[config.mk]
export PLATFORM = sky130hd
export DESIGN_NAME = pattern_drive_ctrl
export DESIGN_NICKNAME = d
export VERILOG_FILES = /design/src/rtl/fsm_ctrl_pkg.sv /design/src/rtl/pat_shreg.sv /design/src/rtl/pattern_drive_ctrl.sv
export SDC_FILE = /design/constraint.sdc
export NUM_CORES = 1
export LEC_CHECK = 0
export ABC_AREA = 1
export CORE_ASPECT_RATIO = 0.6
export CORE_MARGIN = 8
export CORE_UTILIZATION = 48
export DETAILED_ROUTE_END_ITERATION = 7
export HOLD_SLACK_MARGIN = 0.03
export PLACE_DENSITY = 0.75
export SLEW_MARGIN = 20
export SYNTH_ARGS = -nofsm -noshare
export SYNTH_HDL_FRONTEND = slang
export SYNTH_SLANG_ARGS = --single-unit
[constraint.sdc]
create_clock -name clk -period 1.5 [get_ports clk]
set_input_delay 0.15 -clock clk [delete_from_list [all_inputs] [get_ports clk]]
set_output_delay 0.15 -clock clk [all_outputs]
set_load 0.01 [all_outputs]
[src/rtl/fsm_ctrl_pkg.sv]
// rtl/fsm_ctrl_pkg.sv - shared state encoding and width helper for the pattern drive controller
package fsm_ctrl_pkg;

  typedef enum logic [2:0] {
    IDLE,
    LOAD,
    SHIFT,
    DRAIN,
    DONE
  } state_t;

  function automatic int count_w(input int width);
    return $clog2(width + 1);
  endfunction

endpackage

[src/rtl/pat_shreg.sv]
// rtl/pat_shreg.sv - parallel-load, shift-right pattern register presenting bit 0 serially
module pat_shreg #(
  parameter int WIDTH = 16
) (
  input  logic             clk,
  input  logic             reset,
  input  logic             load,
  input  logic             shift,
  input  logic [WIDTH-1:0] din,
  output logic             q0
);

  logic [WIDTH-1:0] sr;

  always_ff @(posedge clk or negedge reset) begin
    if (!reset) begin
      sr <= '0;
    end else if (load) begin
      sr <= din;
    end else if (shift) begin
      sr <= {1'b0, sr[WIDTH-1:1]};
    end
  end

  assign q0 = sr[0];

endmodule

[src/rtl/pattern_drive_ctrl.sv]
// rtl/pattern_drive_ctrl.sv - drives a pattern serially into a sequence detector and records its match output
module pattern_drive_ctrl
  import fsm_ctrl_pkg::*;
#(
  parameter  int WIDTH = 16,
  parameter  int LAT   = 1,
  localparam int CW    = count_w(WIDTH)
) (
  input  logic             clk,
  input  logic             reset,
  input  logic             start,
  input  logic             abort,
  input  logic [WIDTH-1:0] din,
  output logic             det_rst_n,
  output logic             w,
  output logic             w_valid,
  input  logic             z,
  output logic             busy,
  output logic             done,
  output logic [CW-1:0]    match_cnt,
  output logic [WIDTH-1:0] match_map
);

  localparam int IW = $clog2(WIDTH);

  state_t          state, state_nx;
  logic [IW-1:0]   idx;
  logic            last_bit;
  logic            accept;
  logic            q0;
  logic            samp_en;
  logic [IW-1:0]   samp_idx;
  logic            det_q;

  assign last_bit = (idx == IW'(WIDTH - 1));
  assign accept   = (state == IDLE) && start;

  pat_shreg #(.WIDTH(WIDTH)) u_shreg (
    .clk   (clk),
    .reset (reset),
    .load  (accept),
    .shift (state == SHIFT),
    .din   (din),
    .q0    (q0)
  );

  always_ff @(posedge clk or negedge reset) begin
    if (!reset) state <= IDLE;
    else        state <= state_nx;
  end

  // Abort wins over any same-cycle advance out of LOAD/SHIFT/DRAIN.
  always_comb begin
    state_nx = state;
    case (state)
      IDLE:    if (start) state_nx = LOAD;
      LOAD:    state_nx = abort ? IDLE : SHIFT;
      SHIFT: begin
        if (abort)         state_nx = IDLE;
        else if (last_bit) state_nx = (LAT == 0) ? DONE : DRAIN;
      end
      DRAIN:   state_nx = abort ? IDLE : DONE;
      DONE:    state_nx = IDLE;
      default: state_nx = IDLE;
    endcase
  end

  // A Moore detector answers one cycle late, so the sample slot trails the shift slot.
  if (LAT == 0) begin : g_mealy
    assign samp_en  = (state == SHIFT) && !abort;
    assign samp_idx = idx;
  end else begin : g_moore
    logic          pend;
    logic [IW-1:0] pidx;
    always_ff @(posedge clk or negedge reset) begin
      if (!reset) begin
        pend <= 1'b0;
        pidx <= '0;
      end else begin
        pend <= (state == SHIFT) && !abort;
        pidx <= idx;
      end
    end
    assign samp_en  = pend && !abort;
    assign samp_idx = pidx;
  end

  always_ff @(posedge clk or negedge reset) begin
    if (!reset) begin
      idx       <= '0;
      match_cnt <= '0;
      match_map <= '0;
      det_q     <= 1'b0;
    end else begin
      det_q <= (state_nx != LOAD);
      idx   <= (state == SHIFT) ? idx + IW'(1) : '0;
      if (accept) begin
        match_cnt <= '0;
        match_map <= '0;
      end else if (samp_en) begin
        match_map[samp_idx] <= z;
        if (z) match_cnt <= match_cnt + CW'(1);
      end
    end
  end

  assign det_rst_n = det_q;
  assign busy      = (state != IDLE);
  assign done      = (state == DONE);
  assign w_valid   = (state == SHIFT);
  assign w         = w_valid & q0;

endmodule

==> flow_summary.json, run 1 <==
{
  "status": "complete, no violations",
  "synth-simple-area-share_pct": 31.39,
  "grt_use_total_pct": 14.88,
  "drv_cap": 0,
  "n_antenna_cell": 0,
  "synth_fa_ha_area_share_pct": 1.006,
  "via_per_inst": 4.627,
  "r2r_start": "state[2]$_DFF_PN0_",
  "yosysWarnings": 0,
  "antenna_found_initial": 0,
  "syn_nets": 357,
  "die_h_um": 71.76,
  "place_congestion": 0.7369,
  "path_clk_slew_ns": 0.09,
  "ys_types": 23,
  "cellPowerDensity_nw_per_um2": 1085,
  "num_vias": 2096,
  "grt_pass1_vias": 2021,
  "cp_max_fo": 5,
  "hold_path.class": "in2async",
  "drt_wl_total_mm": 5.527,
  "n_fill_cell": 443,
  "rsz0062_at_grt": "false",
  "postCtsSetupBuffers": 0,
  "fin_skew_ns": 0.007422,
  "worst_pin_slew_ns": 0.3595,
  "clockBufferDepth": 2,
  "initial_core_util_pct": 49.45,
  "reg2reg_slack_ns": 0.16,
  "area_delta_synth_final_pct": 27.72,
  "cp_top_family": "buffers and inverters",
  "grt_overflow": 0,
  "cts_max_level": 2,
  "slew-limit-headroom_pct": 75.98,
  "cp_slowest_cell": "clkdlybuf4s50_1",
  "min_period_ns": 1.458,
  "slew_violations": 0,
  "cp.depth": 1,
  "grt_start_max_net_pins": 51,
  "crit_buf_inv": 1,
  "cts_buffers": 5,
  "die_x_um": 108.9,
  "finalNetCount": 409,
  "final_common_cell": "nand2_1",
  "synth_xor_area_share_pct": 0.7042,
  "yosysSeqAreaShare_pct": 50.30,
  "clock-sinks": 50,
  "dr.pass1.iters": 6,
  "drtAntennaViolNets": 0,
  "hold_viol": 0,
  "synth_compound_area_share_pct": 4.024,
  "drt_iter0_drc": 139,
  "drc": 0,
  "syn_area_sq_um": 2487,
  "final_cell_mix": "nand2_1, inv_1, nor2_1, dfrtp_1, clkdlybuf4s50_1",
  "max_stage_delay_ns": 0.57,
  "synth_top_family_by_area": "simple AND/OR/NAND/NOR gates",
  "ys_seq_elements": 50,
  "path_cells": "clkdlybuf4s50_1",
  "rows": 20,
  "fin_setup_tns_ns": 0,
  "r2r_cells": 7,
  "syn_area_per_cell_sq_um": 7.447,
  "numPortBuffers": 46,
  "cts_tree": "done",
  "timing.rr.end": "u_shreg.sr[10]$_DFFE_PN0P_",
  "netlist_instances": 334,
  "crit_type": "reg2out",
  "synthMuxAreaShare_pct": 0,
  "arrival_ns": 1.31,
  "fmax_mhz": 685.9,
  "pin_count": 47,
  "fin_area_sq_um": 3177,
  "startpoint_type": "flip-flop",
  "min_period_over_period_pct": 97.20,
  "die_area_sq_um": 7817,
  "p_leak_nw": 1.705,
  "setup_violations": 0,
  "avgRoutedWirePerCell_um": 12.20,
  "core_sq_um": 5030,
  "grt_pass1_wl_mm": 9.266,
  "dp_hpwl_mm": 3.929,
  "required_ns": 1.35,
  "clk_latency_ns": 0.30,
  "drive_gt1_share_pct": 7.494,
  "postPlaceCellArea_sq_um": 3040,
  "end_kind": "primary output",
  "peakVddDrop_mv": 0.4644,
  "cts-root-buf": "clkbuf_8"
}
layer usage:
layer	global-route usage, %	wire length [um]	up-vias
met5	0	0	-
met4	5.279	59	0
met3	3.402	375	5
met2	22.77	2423	49
met1	20.09	2669	951
li1	-	-	1091
through the flow:
| step | utilization, % | power (mW) | instances | hold WS (ns) | setup slack, ns |
|---|---|---|---|---|---|
| finish | 63.16 | 3.448 | 453 | 0.3536 | 0.04203 |
| floorplan | - | 2.090 | 334 | -0.1456 | 0.3563 |
| CTS | 63.41 | 3.486 | 453 | 0.3624 | 0.001932 |
| global placement | 60.45 | 2.305 | 444 | 0.1559 | 0.07680 |
| global route | 63.16 | 3.639 | 453 | 0.3837 | 0.005961 |
| detailed placement | 60.45 | 2.334 | 444 | 0.1610 | 0.05301 |
logic make-up after synthesis:
group                      count (synthesis)
AOI/OAI and AO/OA                         19
xor gates and xnor gates                   2
adders and majority gates                  2
buffers and inverters                     73
DFF                                       50
and+or+nand+nor                          188
worst max path at each step:
| stage | startpoint | end |
|---|---|---|
| floorplan | state[1]$_DFF_PN0_ | u_shreg.sr[10]$_DFFE_PN0P_ |
| global placement | state[2]$_DFF_PN0_ | done |
| detailed placement | state[2]$_DFF_PN0_ | done |
| CTS | state[0]$_DFF_PN0_ | w_valid |
| global route | match_cnt[2]$_DFFE_PN0P_ | match_cnt[2] |
| finish | match_cnt[2]$_DFFE_PN0P_ | match_cnt[2] |
sequential cells by signal, indices dropped and copies added, names as in the netlist:
register and flops:
g_moore.pend 1, match_map 16, match_cnt 5, idx 4, det_rst_n 1, u_shreg.sr 16, state 3, g_moore.pidx 4
synthesized netlist by cell type, drive strengths merged:
library cell / instances / area (sq um)
o21bai: 2 / 15.01
clkbuf: 2 / 7.510
nand2: 105 / 394.1
buf: 9 / 70.06
nor2: 53 / 216.5
nor4: 1 / 6.260
xor2: 2 / 17.52
nor3: 2 / 10.01
nand4: 1 / 6.260
inv: 62 / 235.2
ha: 2 / 25.02
nand3: 26 / 147.7
o21ai: 15 / 75.07
a21oi: 2 / 10.01
dfrtp: 50 / 1251
final cells by class:
type / count / area (sq um) / share of cell area [%]
Sequential cell: 50 / 1251 / 39.39
Multi-Input combinational cell: 211 / 923.4 / 29.07
Timing Repair Buffer: 56 / 541.8 / 17.05
Inverter: 62 / 235.2 / 7.404
Clock buffer: 6 / 82.58 / 2.599
Tap cell: 66 / 82.58 / 2.599
Clock inverter: 2 / 60.06 / 1.891
power by group:
group / internal [mW] / switching, mW
clock network: 0.711 / 0.441
logic: 0.254 / 0.392
registers: 1.54 / 0.112
total: 2.50 / 0.945
repair_timing:
action                     in CTS  in global routing
hold endpoints to repair       50                  0
pin swaps                       1                  0
setup endpoints to repair       4                  3
hold buffers                    1                  0
resized for setup               5                  5
Power figures use the tool's default switching activity.
==> inputs of run 2 (changes only) <==
SETUP_SLACK_MARGIN = 0.02   (was unset)
==> run 2 against run 1 <==
Compared with the run above: worst hold slack about the same; final area increased by 0.71%; die area unchanged; via count up 1.5%; sequential power hardly changed; first-iteration DRC count down 10%; clock-buffer cell count unchanged; sequential share of layout area decreased by 0.28 points; non-clock buffer count is 3 higher; critical path depth stayed put; worst setup slack better by 0.0089 ns; clock power hardly changed; critical path type unchanged; largest cell class unchanged.
==> flow_summary.json, run 2 (synthesis results as in run 1) <==
{
  "peakVddDrop_mv": 0.4705,
  "finalPower_mw": 3.461,
  "p_leak_nw": 1.721,
  "min_period_ns": 1.449,
  "crit_type": "reg2out",
  "fmax_mhz": 690.1,
  "core_sq_um": 5030,
  "crit_buf_inv": 1,
  "required_ns": 1.35,
  "setup_violations": 0,
  "numPortBuffers": 46,
  "path_cells": "clkdlybuf4s50_1",
  "clk_latency_ns": 0.30,
  "drt_iter0_drc": 125,
  "final_cell_mix": "nand2_1, inv_1, nor2_1, dfrtp_1, clkdlybuf4s50_1",
  "grt_start_max_net_pins": 51,
  "rsz0062_at_grt": "false",
  "p_comb_share_pct": 18.8,
  "cp_slowest_cell": "clkdlybuf4s50_1",
  "area_delta_synth_final_pct": 28.62,
  "antenna_found_initial": 0,
  "status": "complete, no violations",
  "grt_pass1_vias": 2021,
  "fin_skew_ns": 0.008966,
  "clockBufferDepth": 2,
  "fin_setup_tns_ns": 0,
  "dp_hpwl_mm": 3.929,
  "p_clk_share_pct": 33.5,
  "hold_viol": 0,
  "cts_tree": "done",
  "dr.pass1.iters": 5,
  "dp_cells": 444,
  "die_h_um": 71.76,
  "final_common_cell": "nand2_1",
  "avgRoutedWirePerCell_um": 12.40,
  "drive_gt1_share_pct": 8.205,
  "switching_power_uw": 956.3,
  "internal-power_mw": 2.505,
  "initial_core_util_pct": 49.45,
  "arrival_ns": 1.30,
  "die_x_um": 108.9,
  "cellPowerDensity_nw_per_um2": 1082,
  "die_area_sq_um": 7817,
  "rows": 20,
  "fin_area_sq_um": 3199,
  "largestRegisters": "match_map: 16 flops, u_shreg.sr: 16 flops, match_cnt: 5 flops",
  "grt_overflow": 0,
  "drc": 0,
  "seqPwrFrac_pct": 47.7,
  "drtAntennaViolNets": 0,
  "cts-root-buf": "clkbuf_8",
  "finalNetCount": 412,
  "min_period_over_period_pct": 96.60,
  "grt_use_total_pct": 14.88,
  "clock-sinks": 50,
  "cts_buffers": 5,
  "end_kind": "primary output",
  "slew-limit-headroom_pct": 76.11,
  "startpoint_type": "flip-flop",
  "final_cells": 456,
  "max_stage_delay_ns": 0.57,
  "place_congestion": 0.7369,
  "swShare_pct": 27.63,
  "n_fill_cell": 442,
  "cp_top_family": "buffers and inverters",
  "path_clk_slew_ns": 0.09,
  "worst_pin_slew_ns": 0.3575,
  "cp_max_fo": 4,
  "cts_max_level": 2,
  "via_per_inst": 4.667,
  "drt_wl_total_mm": 5.654,
  "num_vias": 2128,
  "pin_count": 47,
  "hold_path.class": "in2async",
  "postPlaceCellArea_sq_um": 3040,
  "grt_pass1_wl_mm": 9.266,
  "slew_violations": 0,
  "drv_cap": 0,
  "n_antenna_cell": 0
}
[run 2: changes by cell type in the layout (fill, tap and decap cells not counted)]
cell / delta
buf_4: +3
[run 2: power by group through the flow]
stage                     Clock [mW]  Combinational, mW  Sequential, mW
after floorplan                    0              0.439            1.65
after global placement             0              0.642            1.66
after detailed placement           0              0.662            1.67
after CTS                       1.18              0.662            1.65
after global routing            1.23              0.737            1.67
final                           1.16              0.652            1.65
[run 2: through the flow]
stage | utilization, % | setup slack, ns | hold WS (ns)
2_1_floorplan | - | 0.3563 | -0.1456
3_3_place_gp | 60.45 | 0.07680 | 0.1559
3_5_place_dp | 60.45 | 0.05301 | 0.1610
4_1_cts | 63.43 | 0.009561 | 0.3624
5_1_grt | 63.61 | 0.02007 | 0.3845
6_report | 63.61 | 0.05096 | 0.3541
[run 2: cell type report]
type | instances | area, sq um | area share (%)
Clock buffer | 6 | 82.58 | 2.581
Timing Repair Buffer | 59 | 564.3 | 17.64
Multi-Input combinational cell | 211 | 923.4 | 28.86
Inverter | 62 | 235.2 | 7.352
Tap cell | 66 | 82.58 | 2.581
Clock inverter | 2 | 60.06 | 1.877
Sequential cell | 50 | 1251 | 39.11
[run 2: what timing repair did]
| item | CTS | global route |
|---|---|---|
| resized for setup | 6 | 4 |
| setup endpoints to repair | 4 | 6 |
| pin swaps | 1 | 0 |
| buffers inserted | 0 | 3 |
| cloned | 0 | 0 |
| hold endpoints to repair | 50 | 0 |
| hold buffers | 1 | 0 |
[run 2: final timing paths]
| check | start | endpoint | slack [ns] | cells after the start |
|---|---|---|---|---|
| setup reg to reg | state[2]$_DFF_PN0_ | u_shreg.sr[10]$_DFFE_PN0P_ | 0.14 | 7 |
| setup / recovery | match_cnt[1]$_DFFE_PN0P_ | match_cnt[1] | 0.05 | 1 |
| max in group asynchronous | reset | match_map[15]$_DFFE_PN0P_ | 0.91 | 3 |
| min in group clk | din[15] | u_shreg.sr[15]$_DFFE_PN0P_ | 0.38 | 3 |
| hold / removal | reset | u_shreg.sr[14]$_DFFE_PN0P_ | 0.35 | 3 |
| hold reg to reg | idx[1]$_DFF_PN0_ | g_moore.pidx[1]$_DFF_PN0_ | 0.42 | 0 |
[run 2: metal layers]
layer	up-vias	wire, um	GRT usage [%]
met3	5	386	3.402
met1	969	2728	20.09
met2	55	2480	22.77
met5	-	0	0
met4	0	59	5.279
li1	1099	-	-
[run 2: worst reg2reg max path, delay by kind of cell (launching register included)]
| family | cells | cell delay (ns) |
|---|---|---|
| DFF | 1 | 0.38 |
| and+or+nand+nor | 4 | 0.61 |
| buffers and inverters | 3 | 0.31 |
==> inputs of run 3 (changes only) <==
CORE_MARGIN = 2   (was 8)
==> run 3 against run 2 <==
Compared with the run above: clock skew shrank 0.0014 ns; die area shrank 26%; utilization grew 0.50 points; fmax shrank 0.49%; sequential cell count is the same; critical path depth grew 1; register-to-register slack is essentially flat; final cell count shrank 0.22%; wire length shrank 6.0%; first-iteration DRC count grew 39%; non-clock buffer count shrank 1; worst hold slack lost 0.013 ns.
==> flow_summary.json, run 3 (synthesis results as in run 1) <==
{
  "status": "complete, no violations",
  "n_fill_cell": 426,
  "drive_gt1_share_pct": 8.483,
  "dp_slack_ns": 0.006584,
  "arrival_ns": 1.31,
  "place_congestion": 0.7483,
  "final_util_pct": 64.10,
  "initial_core_util_pct": 49.45,
  "dp_hpwl_mm": 3.719,
  "die_x_um": 96.94,
  "required_ns": 1.35,
  "hold_ws_ns": 0.3412,
  "grt_start_max_net_pins": 51,
  "drv_cap": 0,
  "grt_pass1_wl_mm": 9.232,
  "min_period_over_period_pct": 97.08,
  "drc": 0,
  "slew_violations": 0,
  "drt_wl_total_mm": 5.313,
  "hold_path.class": "in2async",
  "cts_max_level": 2,
  "final_cells": 455,
  "p_leak_nw": 1.717,
  "n_antenna_cell": 0,
  "drtAntennaViolNets": 0,
  "grt_use_total_pct": 20.34,
  "die_h_um": 59.76,
  "cts_tree": "done",
  "via_per_inst": 4.695,
  "final_common_cell": "nand2_1",
  "cts_buffers": 5,
  "area_delta_synth_final_pct": 29.63,
  "dr.pass1.iters": 4,
  "pin_count": 47,
  "num_vias": 2136,
  "finalNetCount": 411,
  "final_cell_mix": "nand2_1, inv_1, nor2_1",
  "antenna_found_initial": 0,
  "worst_pin_slew_ns": 0.3630,
  "cts-root-buf": "clkbuf_8",
  "numPortBuffers": 46,
  "fin_skew_ns": 0.007583,
  "grt_overflow": 0,
  "setup_slack_ns": 0.04387,
  "rows": 20,
  "die_area_sq_um": 5793,
  "setup_violations": 0,
  "avgRoutedWirePerCell_um": 11.68,
  "clock-sinks": 50,
  "hold_viol": 0,
  "fin_area_sq_um": 3224,
  "clockBufferDepth": 2,
  "path_clk_slew_ns": 0.09,
  "min_period_ns": 1.456,
  "reg2reg_slack_ns": 0.14,
  "r2r_cells": 7,
  "crit_type": "reg2out",
  "cellPowerDensity_nw_per_um2": 1084,
  "end_kind": "primary output",
  "slew-limit-headroom_pct": 75.71,
  "largestRegisters": "match_map: 16 flops, u_shreg.sr: 16 flops, match_cnt: 5 flops",
  "cp_max_fo": 4,
  "grt_pass1_vias": 2051,
  "drt_iter0_drc": 174,
  "clk_latency_ns": 0.31,
  "dp_cells": 442,
  "core_sq_um": 5030,
  "fmax_mhz": 686.8,
  "peakVddDrop_mv": 0.5231,
  "postPlaceCellArea_sq_um": 3025,
  "startpoint_type": "flip-flop"
}
==> run 3: cell count changes in the layout (fill, tap and decap cells not counted), sizes merged <==
cell           delta
clkbuf            -3
clkdlybuf4s15     +2
buf               -1
dlygate4sd2       +1
==> run 3: final timing paths <==
check,from,endpoint
min in group clk,din[15],u_shreg.sr[15]$_DFFE_PN0P_
worst max-delay path,state[1]$_DFF_PN0_,done
worst max register to register,state[0]$_DFF_PN0_,u_shreg.sr[10]$_DFFE_PN0P_
max in group asynchronous,reset,match_cnt[2]$_DFFE_PN0P_
worst min register to register,idx[1]$_DFF_PN0_,g_moore.pidx[1]$_DFF_PN0_
worst min-delay path,reset,match_map[5]$_DFFE_PN0P_
==> run 3: cell type report <==
cell class                 count  area, sq um  area share [%]
sequential                    50         1254           38.88
multi-input combinational    211        938.4           29.10
timing repair buffer          58        571.8           17.73
inverter                      62        235.2           7.295
clock buffer                   6        82.58           2.561
tap                           66        82.58           2.561
clock inverter                 2        60.06           1.863
==> run 3: where the power goes <==
part / internal, mW / switching (mW)
Clock: 0.711 / 0.452
Combinational: 0.274 / 0.409
Sequential: 1.54 / 0.112
Total: 2.52 / 0.973
==> run 3: metal layers <==
metal	part of all wire, %	global-route usage (%)	routed length (um)
met5	0	0	0
met4	1.6	7.243	85
met3	5.2	4.327	278
met2	44	32.54	2331
met1	49	28.04	2618
==> run 3: what timing repair did <==
action / 4_1_cts / 5_1_grt
hold endpoints to repair: 50 / 0
setup buffers: 2 / 2
gates resized for setup: 7 / 6
setup endpoints to repair: 4 / 4
hold buffers: 1 / 0
pin swaps: 1 / 1
gates cloned: 0 / 0
==> run 3: critical path, stage by stage, from the launching register on <==
cell and delay (ns):
dfrtp_2 0.46, nor3_1 0.24, dlygate4sd2_1 0.30
==> run 3: stage by stage <==
step | TNS [ns] | total power, mW
floorplan | 0 | 2.090
global placement | 0 | 2.302
detailed placement | 0 | 2.332
CTS | 0 | 3.500
global route | -0.01396 | 3.709
finish | 0 | 3.496
